**config.mk**
```make
export PLATFORM = sky130hd
export DESIGN_NAME = ccip_avmm_csr_slave_flat
export DESIGN_NICKNAME = d
export VERILOG_FILES = /design/src/rtl/ccip_avmm_csr_slave_if.sv /design/src/rtl/ccip_avmm_csr_slave.sv /design/src/flat_wrapper.sv
export SDC_FILE = /design/constraint.sdc
export NUM_CORES = 1
export LEC_CHECK = 0
export ABC_AREA = 1
export BUFFER_PORTS_ARGS = -buffer_cell sky130_fd_sc_hd__buf_2
export CAP_MARGIN = 0
export CORE_ASPECT_RATIO = 1.4
export CORE_MARGIN = 3
export CORE_UTILIZATION = 44
export CTS_CLUSTER_SIZE = 30
export DETAILED_ROUTE_END_ITERATION = 6
export PLACE_DENSITY = 0.73
export SLEW_MARGIN = 20
export SYNTH_ARGS = -nofsm -noshare
export SYNTH_HDL_FRONTEND = slang
export SYNTH_SLANG_ARGS = --single-unit
```
**constraint.sdc**
```tcl
create_clock -name clk -period 4.57 [get_ports clk]
set_input_delay 0.2285 -clock clk [delete_from_list [all_inputs] [get_ports clk]]
set_output_delay 0.2285 -clock clk [all_outputs]
set_load 0.005 [all_outputs]
```
**src/rtl/ccip_avmm_csr_slave_if.sv**
```systemverilog
// ccip_avmm_csr_slave_if: Avalon-MM bus between the MMIO bridge (master) and the CSR slave
interface ccip_avmm_csr_slave_if #(
  parameter int ADDR_WIDTH = 16,
  parameter int DATA_WIDTH = 64
);
  logic [ADDR_WIDTH-1:0]   address;
  logic                    read;
  logic                    write;
  logic [DATA_WIDTH-1:0]   writedata;
  logic [DATA_WIDTH/8-1:0] byteenable;
  logic                    waitrequest;
  logic [DATA_WIDTH-1:0]   readdata;
  logic                    readdatavalid;
  modport master (output address, read, write, writedata, byteenable,
                  input  waitrequest, readdata, readdatavalid);
  modport slave  (input  address, read, write, writedata, byteenable,
                  output waitrequest, readdata, readdatavalid);
endinterface

```
**src/rtl/ccip_avmm_csr_slave.sv**
```systemverilog
// ccip_avmm_csr_slave: AFU CSR register file (DFH, AFU ID, scratch, counters, CTRL) answering
// AVMM traffic from the CCI-P MMIO bridge with a fixed-latency read pipeline.
module ccip_avmm_csr_slave #(
  parameter int          ADDR_WIDTH  = 16,
  parameter int          DATA_WIDTH  = 64,
  parameter int          RD_LATENCY  = 2,
  parameter int          INIT_CYCLES = 8,
  parameter logic [63:0] DFH_VALUE   = 64'h1000_0000_0000_1000,
  parameter logic [63:0] AFU_ID_L    = 64'h0,
  parameter logic [63:0] AFU_ID_H    = 64'h0
) (
  input  logic                 clk,
  input  logic                 reset_n,
  ccip_avmm_csr_slave_if.slave avmm,
  output logic                 ctrl_enable,
  output logic                 err_sticky
);
  localparam int IW = $clog2(INIT_CYCLES + 1);
  typedef logic [DATA_WIDTH-1:0] word_t;
  logic [IW-1:0]         init_q, init_d;
  word_t                 sc0_q, sc0_d, sc1_q, sc1_d, rdata, wmerge;
  logic [31:0]           wr_cnt_q, wr_cnt_d, rd_cnt_q, rd_cnt_d;
  logic                  ctrl_q, ctrl_d, err_q, err_d;
  logic [RD_LATENCY-1:0] vld_q, vld_d;
  word_t                 dat_q [RD_LATENCY];
  word_t                 dat_d [RD_LATENCY];
  logic [3:0]            sel;
  logic                  hit, acc_any, acc_wr, acc_rd, clr;

  assign avmm.waitrequest   = init_q != '0;
  assign avmm.readdatavalid = vld_q[RD_LATENCY-1];
  assign avmm.readdata      = dat_q[RD_LATENCY-1];
  assign ctrl_enable        = ctrl_q;
  assign err_sticky         = err_q;

  always_comb begin
    sel     = avmm.address[6:3];
    hit     = avmm.address[ADDR_WIDTH-1:7] == '0 && sel <= 4'd8;
    acc_any = (avmm.read || avmm.write) && !avmm.waitrequest;
    acc_wr  = avmm.write && !avmm.waitrequest;
    acc_rd  = avmm.read && !avmm.write && !avmm.waitrequest;
    clr     = acc_wr && hit && sel == 4'd8 && avmm.byteenable[0] && avmm.writedata[1];
    for (int i = 0; i < DATA_WIDTH / 8; i++)
      wmerge[8*i +: 8] = avmm.byteenable[i] ? avmm.writedata[8*i +: 8]
                       : (sel == 4'd5 ? sc1_q[8*i +: 8] : sc0_q[8*i +: 8]);
    rdata = '0;
    if (hit)
      case (sel)
        4'd0:    rdata = DFH_VALUE;
        4'd1:    rdata = AFU_ID_L;
        4'd2:    rdata = AFU_ID_H;
        4'd4:    rdata = sc0_q;
        4'd5:    rdata = sc1_q;
        4'd6:    rdata = {32'h0, wr_cnt_q};
        4'd7:    rdata = {32'h0, rd_cnt_q};
        4'd8:    rdata = {63'h0, ctrl_q};
        default: rdata = '0;
      endcase
    init_d   = avmm.waitrequest ? init_q - 1'b1 : init_q;
    sc0_d    = acc_wr && hit && sel == 4'd4 ? wmerge : sc0_q;
    sc1_d    = acc_wr && hit && sel == 4'd5 ? wmerge : sc1_q;
    ctrl_d   = acc_wr && hit && sel == 4'd8 && avmm.byteenable[0] ? avmm.writedata[0] : ctrl_q;
    wr_cnt_d = clr ? '0 : wr_cnt_q + {31'h0, acc_wr};
    rd_cnt_d = clr ? '0 : rd_cnt_q + {31'h0, acc_rd};
    err_d    = err_q || (acc_any && (avmm.read && avmm.write || !hit));
    // Data stages only advance behind a valid bit, so the output stage holds the last returned word.
    vld_d    = RD_LATENCY'({vld_q, acc_rd});
    dat_d[0] = acc_rd ? rdata : dat_q[0];
    for (int i = 1; i < RD_LATENCY; i++)
      dat_d[i] = vld_q[i-1] ? dat_q[i-1] : dat_q[i];
  end

  always_ff @(posedge clk or negedge reset_n)
    if (!reset_n) begin
      init_q   <= IW'(INIT_CYCLES);
      sc0_q    <= '0;
      sc1_q    <= '0;
      wr_cnt_q <= '0;
      rd_cnt_q <= '0;
      ctrl_q   <= 1'b0;
      err_q    <= 1'b0;
      vld_q    <= '0;
      for (int i = 0; i < RD_LATENCY; i++) dat_q[i] <= '0;
    end else begin
      init_q   <= init_d;
      sc0_q    <= sc0_d;
      sc1_q    <= sc1_d;
      wr_cnt_q <= wr_cnt_d;
      rd_cnt_q <= rd_cnt_d;
      ctrl_q   <= ctrl_d;
      err_q    <= err_d;
      vld_q    <= vld_d;
      for (int i = 0; i < RD_LATENCY; i++) dat_q[i] <= dat_d[i];
    end
endmodule

```
**src/flat_wrapper.sv**
```systemverilog
// flat-port wrapper written by rule: the top's interface ports become plain ports
module ccip_avmm_csr_slave_flat 
#(
  parameter int          ADDR_WIDTH  = 16,
  parameter int          DATA_WIDTH  = 64,
  parameter int          RD_LATENCY  = 2,
  parameter int          INIT_CYCLES = 8,
  parameter logic [63:0] DFH_VALUE   = 64'h1000_0000_0000_1000,
  parameter logic [63:0] AFU_ID_L    = 64'h0,
  parameter logic [63:0] AFU_ID_H    = 64'h0
)
  (clk, reset_n, ctrl_enable, err_sticky, avmm_address, avmm_read, avmm_write, avmm_writedata, avmm_byteenable, avmm_waitrequest, avmm_readdata, avmm_readdatavalid);
  ccip_avmm_csr_slave_if #(.ADDR_WIDTH(ADDR_WIDTH), .DATA_WIDTH(DATA_WIDTH)) avmm_i ();
  input  logic clk;
  input  logic reset_n;
  output logic ctrl_enable;
  output logic err_sticky;
  input wire logic [$bits(avmm_i.address)-1:0] avmm_address;
  input wire logic [$bits(avmm_i.read)-1:0] avmm_read;
  input wire logic [$bits(avmm_i.write)-1:0] avmm_write;
  input wire logic [$bits(avmm_i.writedata)-1:0] avmm_writedata;
  input wire logic [$bits(avmm_i.byteenable)-1:0] avmm_byteenable;
  output wire logic [$bits(avmm_i.waitrequest)-1:0] avmm_waitrequest;
  output wire logic [$bits(avmm_i.readdata)-1:0] avmm_readdata;
  output wire logic [$bits(avmm_i.readdatavalid)-1:0] avmm_readdatavalid;
  assign avmm_i.address = avmm_address;
  assign avmm_i.read = avmm_read;
  assign avmm_i.write = avmm_write;
  assign avmm_i.writedata = avmm_writedata;
  assign avmm_i.byteenable = avmm_byteenable;
  assign avmm_waitrequest = avmm_i.waitrequest;
  assign avmm_readdata = avmm_i.readdata;
  assign avmm_readdatavalid = avmm_i.readdatavalid;
  ccip_avmm_csr_slave #(.ADDR_WIDTH(ADDR_WIDTH), .DATA_WIDTH(DATA_WIDTH), .RD_LATENCY(RD_LATENCY), .INIT_CYCLES(INIT_CYCLES), .DFH_VALUE(DFH_VALUE), .AFU_ID_L(AFU_ID_L), .AFU_ID_H(AFU_ID_H)) u_core (.clk(clk), .reset_n(reset_n), .avmm(avmm_i), .ctrl_enable(ctrl_enable), .err_sticky(err_sticky));
endmodule
```
==> reports/results.tsv, run 1 <==
stage	metric	value	unit
worst_hold_path	hold_class	primary input to flop	
synthesis	synth_most_common_cell	nand2_1	
routing	drt_iter0_drc	1349	
clock_network	clk_pin_slew	0.06	ns
critical_path	rr_startpoint	u_core.init_q[0]	
grt	grtUsageMet3	2.54	%
grt	met1_usage	29.0	%
die	start_util	44.9	%
sta	finClkSkew	0.0156	ns
grt	use_met2	39.6	%
power_and_ir_drop	powerDensity	346	mW/mm²
grt	grt.busiest_layer	met2	
sta	maxSlewViolCount	0	
synthesis	ys_warn_count	0	
synthesis	synthFlopType	dfrtp_1	
die	die_h	235	µm
critical_path	rrSetupSlack	1.65	ns
critical_path	cp-start-kind	flop	
place	place_congestion	0.919	
routing	firstDrtPassIters	6	
sta	max_freq	0.343	GHz
sta	final.setup.tns	0	ns
sta	worst_pin_slew	1.05	ns
synthesis	syn_area_per_cell	7.70	µm²
grt	antenna_found_initial	1	
synthesis	synthDominantCellAreaShare	49.5	%
critical_path	rr_worst_depth	14	
outcome	status	complete, no violations	
grt	grt_start_max_net_pins	101	
critical_path	critical_path_class	flop to flop	
critical_path	crit_buf_inv	3	
synthesis	synth_edf_count	0	
grt	grt_pass1_wl	74400	µm
clock_network	cts_root_buffer	clkbuf_16	
clock_network	clock_sinks	328	
synthesis	ys_top_cells_by_area	dfrtp_1 (49%), nand2_1 (20%), nor2_1 (5.8%)	
cells_and_area	nets	2307	
synthesis	synth-async-reset-ratio	100	%
critical_path	slowest_stage	dfrtp_1	
place	dpl.hpwl	31200	µm
cells_and_area	drive_gt1_share	12.3	%
sta	period_minus_slack	2.92	ns
critical_path	crit_top_cell	nand2_1	
sta	relSlewSlack	30.2	%
critical_path	path_cells	inv_1 -> ha_1 -> nand2_2 -> clkinv_2 -> nand3_4 -> inv_1 -> ha_1 -> nand2_1 -> nor2_2 -> nand2_1 -> nor2_1 -> nand3_1 -> nand2_1 -> nor2_1	
sta	finalSetupViolCount	0	
routing	ant_nets	0	
die	dieArea	0.0400	mm²
critical_path	max_stage_delay	0.41	ns
power_and_ir_drop	p_leak	0.00916	µW
critical_path	cp_max_fo	23	
cells_and_area	diodes	0	
critical_path	critical-path-top-delay-family	simple AND/OR/NAND/NOR gates	
synthesis	syn-cell-area	0.0165	mm²
synthesis	syn-num-nets	2246	
synthesis	netlist_instances	2148	
synthesis	seq_area_frac_synth	49.6	%
critical_path	required	5.00	ns
clock_network	worstSkewPairLatency	0.58	ns
die	die_w	170	µm
synthesis	yosysTopAreaCell	dfrtp_1	
synthesis	yosys.cell_types.count	36	
routing	vias	14200	
clock_network	tritoncts	built	
routing	wl_per_cell	16.9	µm
worst_hold_path	min_to	u_core.err_sticky	
die	fp-row-count	83	
sta	final_hold_viol_count	0	
cells_and_area	postLayoutCoreUtil	49.1	%
worst_hold_path	hold_path_depth	3	
synthesis	synth-seq-cells	328	
die	boundaryPins	160	
routing	drc	0	
worst_hold_path	hold_start	avmm_read	
sta	rsz0062_at_grt	no	
clock_network	cts_made_buffers	31	
clock_network	clock_path_buffers	3	
grt	gr-usage-all-layers	22.8	%
routing	via_per_inst	5.28	
sta	fin_crit_sh	63.9	%
die	coreArea	0.0369	mm²
grt	grt_pass1_vias	14500	
routing	wirelength	45500	µm
place	numPortBuffers	156	
run	maxCapViolations	0	
synthesis	synthTopCellsByCount	nand2_1 (880), dfrtp_1 (327), nor2_1 (256), inv_1 (152), o21ai_0 (76)	
power_and_ir_drop	peakVddDrop	286	µV
place	placedCellCount	2640	
critical_path	r2r_end	u_core.rd_cnt_q[23]	
clock_network	htreeDepth	1	
critical_path	end_kind	flop	
cells_and_area	fin_cells	2697	
grt	grt_overflow	0	
cells_and_area	syn2layout_area_growth	9.40	%
critical_path	arrival	3.35	ns
flip-flops by register name, summed over array words and instances, names as in the netlist:
signal,cells
u_core.dat_q,64
u_core.err_sticky,1
u_core.avmm.readdata,64
u_core.vld_q,2
u_core.ctrl_enable,1
u_core.init_q,4
u_core.wr_cnt_q,32
u_core.sc0_q,64
u_core.rd_cnt_q,32
u_core.sc1_q,64
layout make-up:
class | count | area, µm²
clock buffer | 45 | 888
clock inverter | 9 | 128
fill | 3541 | 18800
inverter | 158 | 594
multi-input combinational | 1509 | 6670
sequential | 328 | 8210
tap | 467 | 584
timing repair buffer | 181 | 1020
metrics by stage:
step / cell area, µm² / setup WS (ns) / total power [µW] / hold WS [ns]
floorplan: 16500 / 2.30 / 3490 / -0.0671
global placement: 17100 / 1.73 / 3670 / 0.251
finish: 18100 / 1.65 / 6260 / 0.0195
detailed placement: 17100 / 1.62 / 3690 / 0.262
CTS: 18100 / 1.57 / 6320 / 0.00448
global route: 18100 / 1.30 / 6500 / 0.0216
tightest hold or removal path: cells and delay by family:
kind                   cells  cell delay [ns]
AOI/OAI and AO/OA          2             0.19
buffers and inverters      1             0.13
kinds of logic (layout without fill, tap and decap cells):
logic type | after synthesis | in the layout | share of synthesized area [%]
buffers and inverters | 311 | 393 | 10.1
DFF | 328 | 328 | 49.6
AOI/OAI and AO/OA | 194 | 194 | 6.44
adders and majority gates | 6 | 6 | 0.454
muxes | 22 | 22 | 1.50
xor gates and xnor gates | 35 | 35 | 1.85
and+or+nand+nor | 1252 | 1252 | 30.0
placed cells by master, fill, tap and decap left out, types with 4 or more instances in the layout:
| cell type | netlist | layout |
|---|---|---|
| nand2_2 | 3 | 5 |
| o21ai_0 | 76 | 76 |
| dfrtp_1 | 327 | 326 |
| nand4_1 | 41 | 41 |
| nand2_1 | 880 | 878 |
| a31oi_1 | 64 | 64 |
| nand3_1 | 37 | 37 |
| buf_4 | 72 | 19 |
| nor3_1 | 17 | 17 |
| nor2_1 | 256 | 256 |
| nor2_2 | 9 | 8 |
| inv_2 | 4 | 4 |
| ha_1 | 6 | 6 |
| xnor2_1 | 20 | 20 |
| a21oi_1 | 47 | 47 |
| clkbuf_1 | 38 | 8 |
| clkbuf_16 | 0 | 31 |
| clkbuf_8 | 0 | 6 |
| clkinv_2 | 1 | 5 |
| mux2_2 | 22 | 22 |
| xor2_1 | 15 | 15 |
| buf_2 | 10 | 155 |
| inv_1 | 152 | 152 |
where the power goes:
group | internal [µW] | switching (µW)
clock | 1510 | 1120
combinational | 190 | 321
sequential | 3010 | 115
metal layers:
layer	vias up	wire length (µm)
met5	-	12
met4	2	1710
met3	93	2400
met2	464	22700
met1	6889	18700
li1	6780	-
worst max path at each step:
stage	start	to	slack, ns	cells after the start
floorplan	u_core.init_q[0]	u_core.rd_cnt_q[24]	2.30	15
CTS	u_core.init_q[0]	u_core.rd_cnt_q[23]	1.57	14
global route	u_core.init_q[0]	u_core.rd_cnt_q[26]	1.30	15
detailed placement	u_core.init_q[0]	u_core.rd_cnt_q[27]	1.62	14
finish	u_core.init_q[0]	u_core.rd_cnt_q[23]	1.65	14
global placement	u_core.init_q[0]	u_core.rd_cnt_q[27]	1.73	14
what timing repair did:
action                    in CTS  in global routing
setup buffers                  0                  0
hold endpoints to repair      77                  0
gates resized for setup        0                  0
hold buffers                   3                  0
(Power assumes the default switching activity.)
==> run 2: changes to the inputs <==
PLACE_DENSITY = 0.76   (was 0.73)
clock period = 2.3 ns   (was 4.57 ns; I/O delays follow)
==> reports/results.tsv, run 2 (synthesized netlist as in run 1, its figures left out) <==
stage	metric	value	unit
sta	whs	0.0131	ns
power_and_ir_drop	p_clk_share	43.1	%
sta	period_minus_slack	2.15	ns
sta	final.setup.tns	0	ns
power_and_ir_drop	swShare	24.9	%
cells_and_area	nets	2377	
clock_network	clk_pin_slew	0.06	ns
critical_path	arrival	2.60	ns
power_and_ir_drop	power_frac_seq	48.2	%
cells_and_area	drive_gt1_share	14.4	%
routing	vias	14600	
cells_and_area	syn2layout_area_growth	14.8	%
sta	relSlewSlack	58.5	%
power_and_ir_drop	p_sw	3210	µW
power_and_ir_drop	p_leak	0.00957	µW
routing	wirelength	46700	µm
clock_network	worstSkewPairLatency	0.53	ns
cells_and_area	diodes	0	
die	boundaryPins	160	
sta	worst_pin_slew	0.622	ns
routing	drc	8	
grt	grt_start_max_net_pins	80	
grt	grt_pass1_vias	14800	
power_and_ir_drop	peakVddDrop	458	µV
clock_network	cts_root_buffer	clkbuf_16	
sta	rsz0062_at_grt	yes	
die	die_h	235	µm
clock_network	htreeDepth	2	
power_and_ir_drop	pwr-share-comb	8.8	%
power_and_ir_drop	powerDensity	679	mW/mm²
cells_and_area	num-fill-cells	3408	
sta	finClkSkew	0.0251	ns
routing	wl_per_cell	16.9	µm
routing	via_per_inst	5.25	
outcome	status	finished with violations	
routing	drt_iter0_drc	1306	
routing	ant_nets	0	
die	start_util	44.9	%
die	fp-row-count	83	
sta	max_freq	0.464	GHz
power_and_ir_drop	internal_power	9690	µW
grt	antenna_found_initial	1	
outcome	failed_checks	design-rule violations	
sta	final_hold_viol_count	0	
sta	finalSetupViolCount	0	
clock_network	clock_sinks	328	
sta	fin_crit_sh	93.6	%
worst_hold_path	hold_class	primary input to flop	
place	place_congestion	0.920	
clock_network	cts_made_buffers	34	
grt	gr-usage-all-layers	23.4	%
place	dpl.hpwl	31800	µm
critical_path	cp-start-kind	flop	
die	dieArea	0.0400	mm²
run	maxCapViolations	0	
routing	firstDrtPassIters	7	
critical_path	required	2.75	ns
critical_path	end_kind	flop	
sta	maxSlewViolCount	0	
die	die_w	170	µm
cells_and_area	mostFrequentLayoutCell	nand2_1	
place	numPortBuffers	156	
cells_and_area	final_cell_mix	nand2_1 (874), dfrtp_1 (326), nor2_1 (248), buf_2 (155), inv_1 (150)	
grt	grt_overflow	0	
critical_path	cp_max_fo	4	
grt	grt_pass1_wl	75900	µm
clock_network	tritoncts	built	
die	coreArea	0.0369	mm²
critical_path	critical_path_class	flop to flop	
cells_and_area	postLayoutCoreUtil	51.5	%
clock_network	clock_path_buffers	3	
## run 2: final cells by class
type,instances,area (µm²),share of cell area (%)
Sequential cell,328,8210,43.2
Clock inverter,8,97.6,0.514
Multi-Input combinational cell,1509,6770,35.7
Inverter,158,594,3.13
Timing Repair Buffer,248,1720,9.07
Tap cell,467,584,3.08
Clock buffer,52,1010,5.32
## run 2: critical path, stage by stage, from the launching register on
cell and delay [ns]:
dfrtp_1 0.40, inv_2 0.08, ha_2 0.18, nand2_2 0.09, clkinv_2 0.08, nand3_4 0.07, inv_2 0.08, ha_1 0.16
nand2_2 0.10, nor2_4 0.23, buf_4 0.15, inv_1 0.06, nor2_2 0.11, nand3b_1 0.08, nand2_1 0.07, nand2_1 0.05
nor2_1 0.09
## run 2: power by group through the flow
stage          Combinational [µW]  Sequential [µW]  Clock (µW)
5_1_grt                      1260             6240        5880
4_1_cts                      1110             6210        5660
3_3_place_gp                 1030             6310           0
2_1_floorplan                 701             6230           0
3_5_place_dp                 1050             6310           0
6_report                     1130             6220        5550
## run 2: per-stage QoR
step           setup slack [ns]  std cells  total power, µW  area, µm²
4_1_cts                  0.0187       2768            13000      18900
5_1_grt                 -0.0274       2770            13400      19000
3_5_place_dp            -0.0391       2672             7370      17400
2_1_floorplan            0.0342       2148             6930      16500
6_report                  0.147       2770            12900      19000
3_3_place_gp             0.0433       2672             7330      17400
## run 2: what timing repair did
| action | CTS | global route |
|---|---|---|
| setup endpoints to repair | 7 | 33 |
| pin swaps | 0 | 7 |
| hold endpoints to repair | 168 | 0 |
| gates resized for setup | 4 | 24 |
| hold buffers | 36 | 0 |
| setup buffers | 0 | 2 |
## run 2: path summary, 6_finish.rpt
kind                               startpoint                        to  slack (ns)  cells after the start
setup / recovery             u_core.init_q[1]       u_core.rd_cnt_q[27]        0.15                     16
hold / removal             avmm_writedata[23]          u_core.sc0_q[23]        0.01                      5
setup reg to reg             u_core.init_q[1]       u_core.rd_cnt_q[27]        0.15                     16
hold reg to reg             u_core.dat_q[109]         u_core.dat_q[109]        0.47                      2
max in group asynchronous             reset_n          u_core.init_q[3]        1.33                      3
min in group asynchronous             reset_n  u_core.avmm.readdata[61]        0.11                      2
## run 2: routing by layer
metal | up-vias | share of wire (%) | routed length, µm | GRT usage (%)
met3 | 111 | 5.9 | 2740 | 3.31
met4 | 2 | 3.4 | 1600 | 9.00
li1 | 6911 | - | - | -
met1 | 7017 | 40 | 18700 | 28.8
met2 | 515 | 51 | 23600 | 41.3
met5 | - | 0.028 | 13 | 0
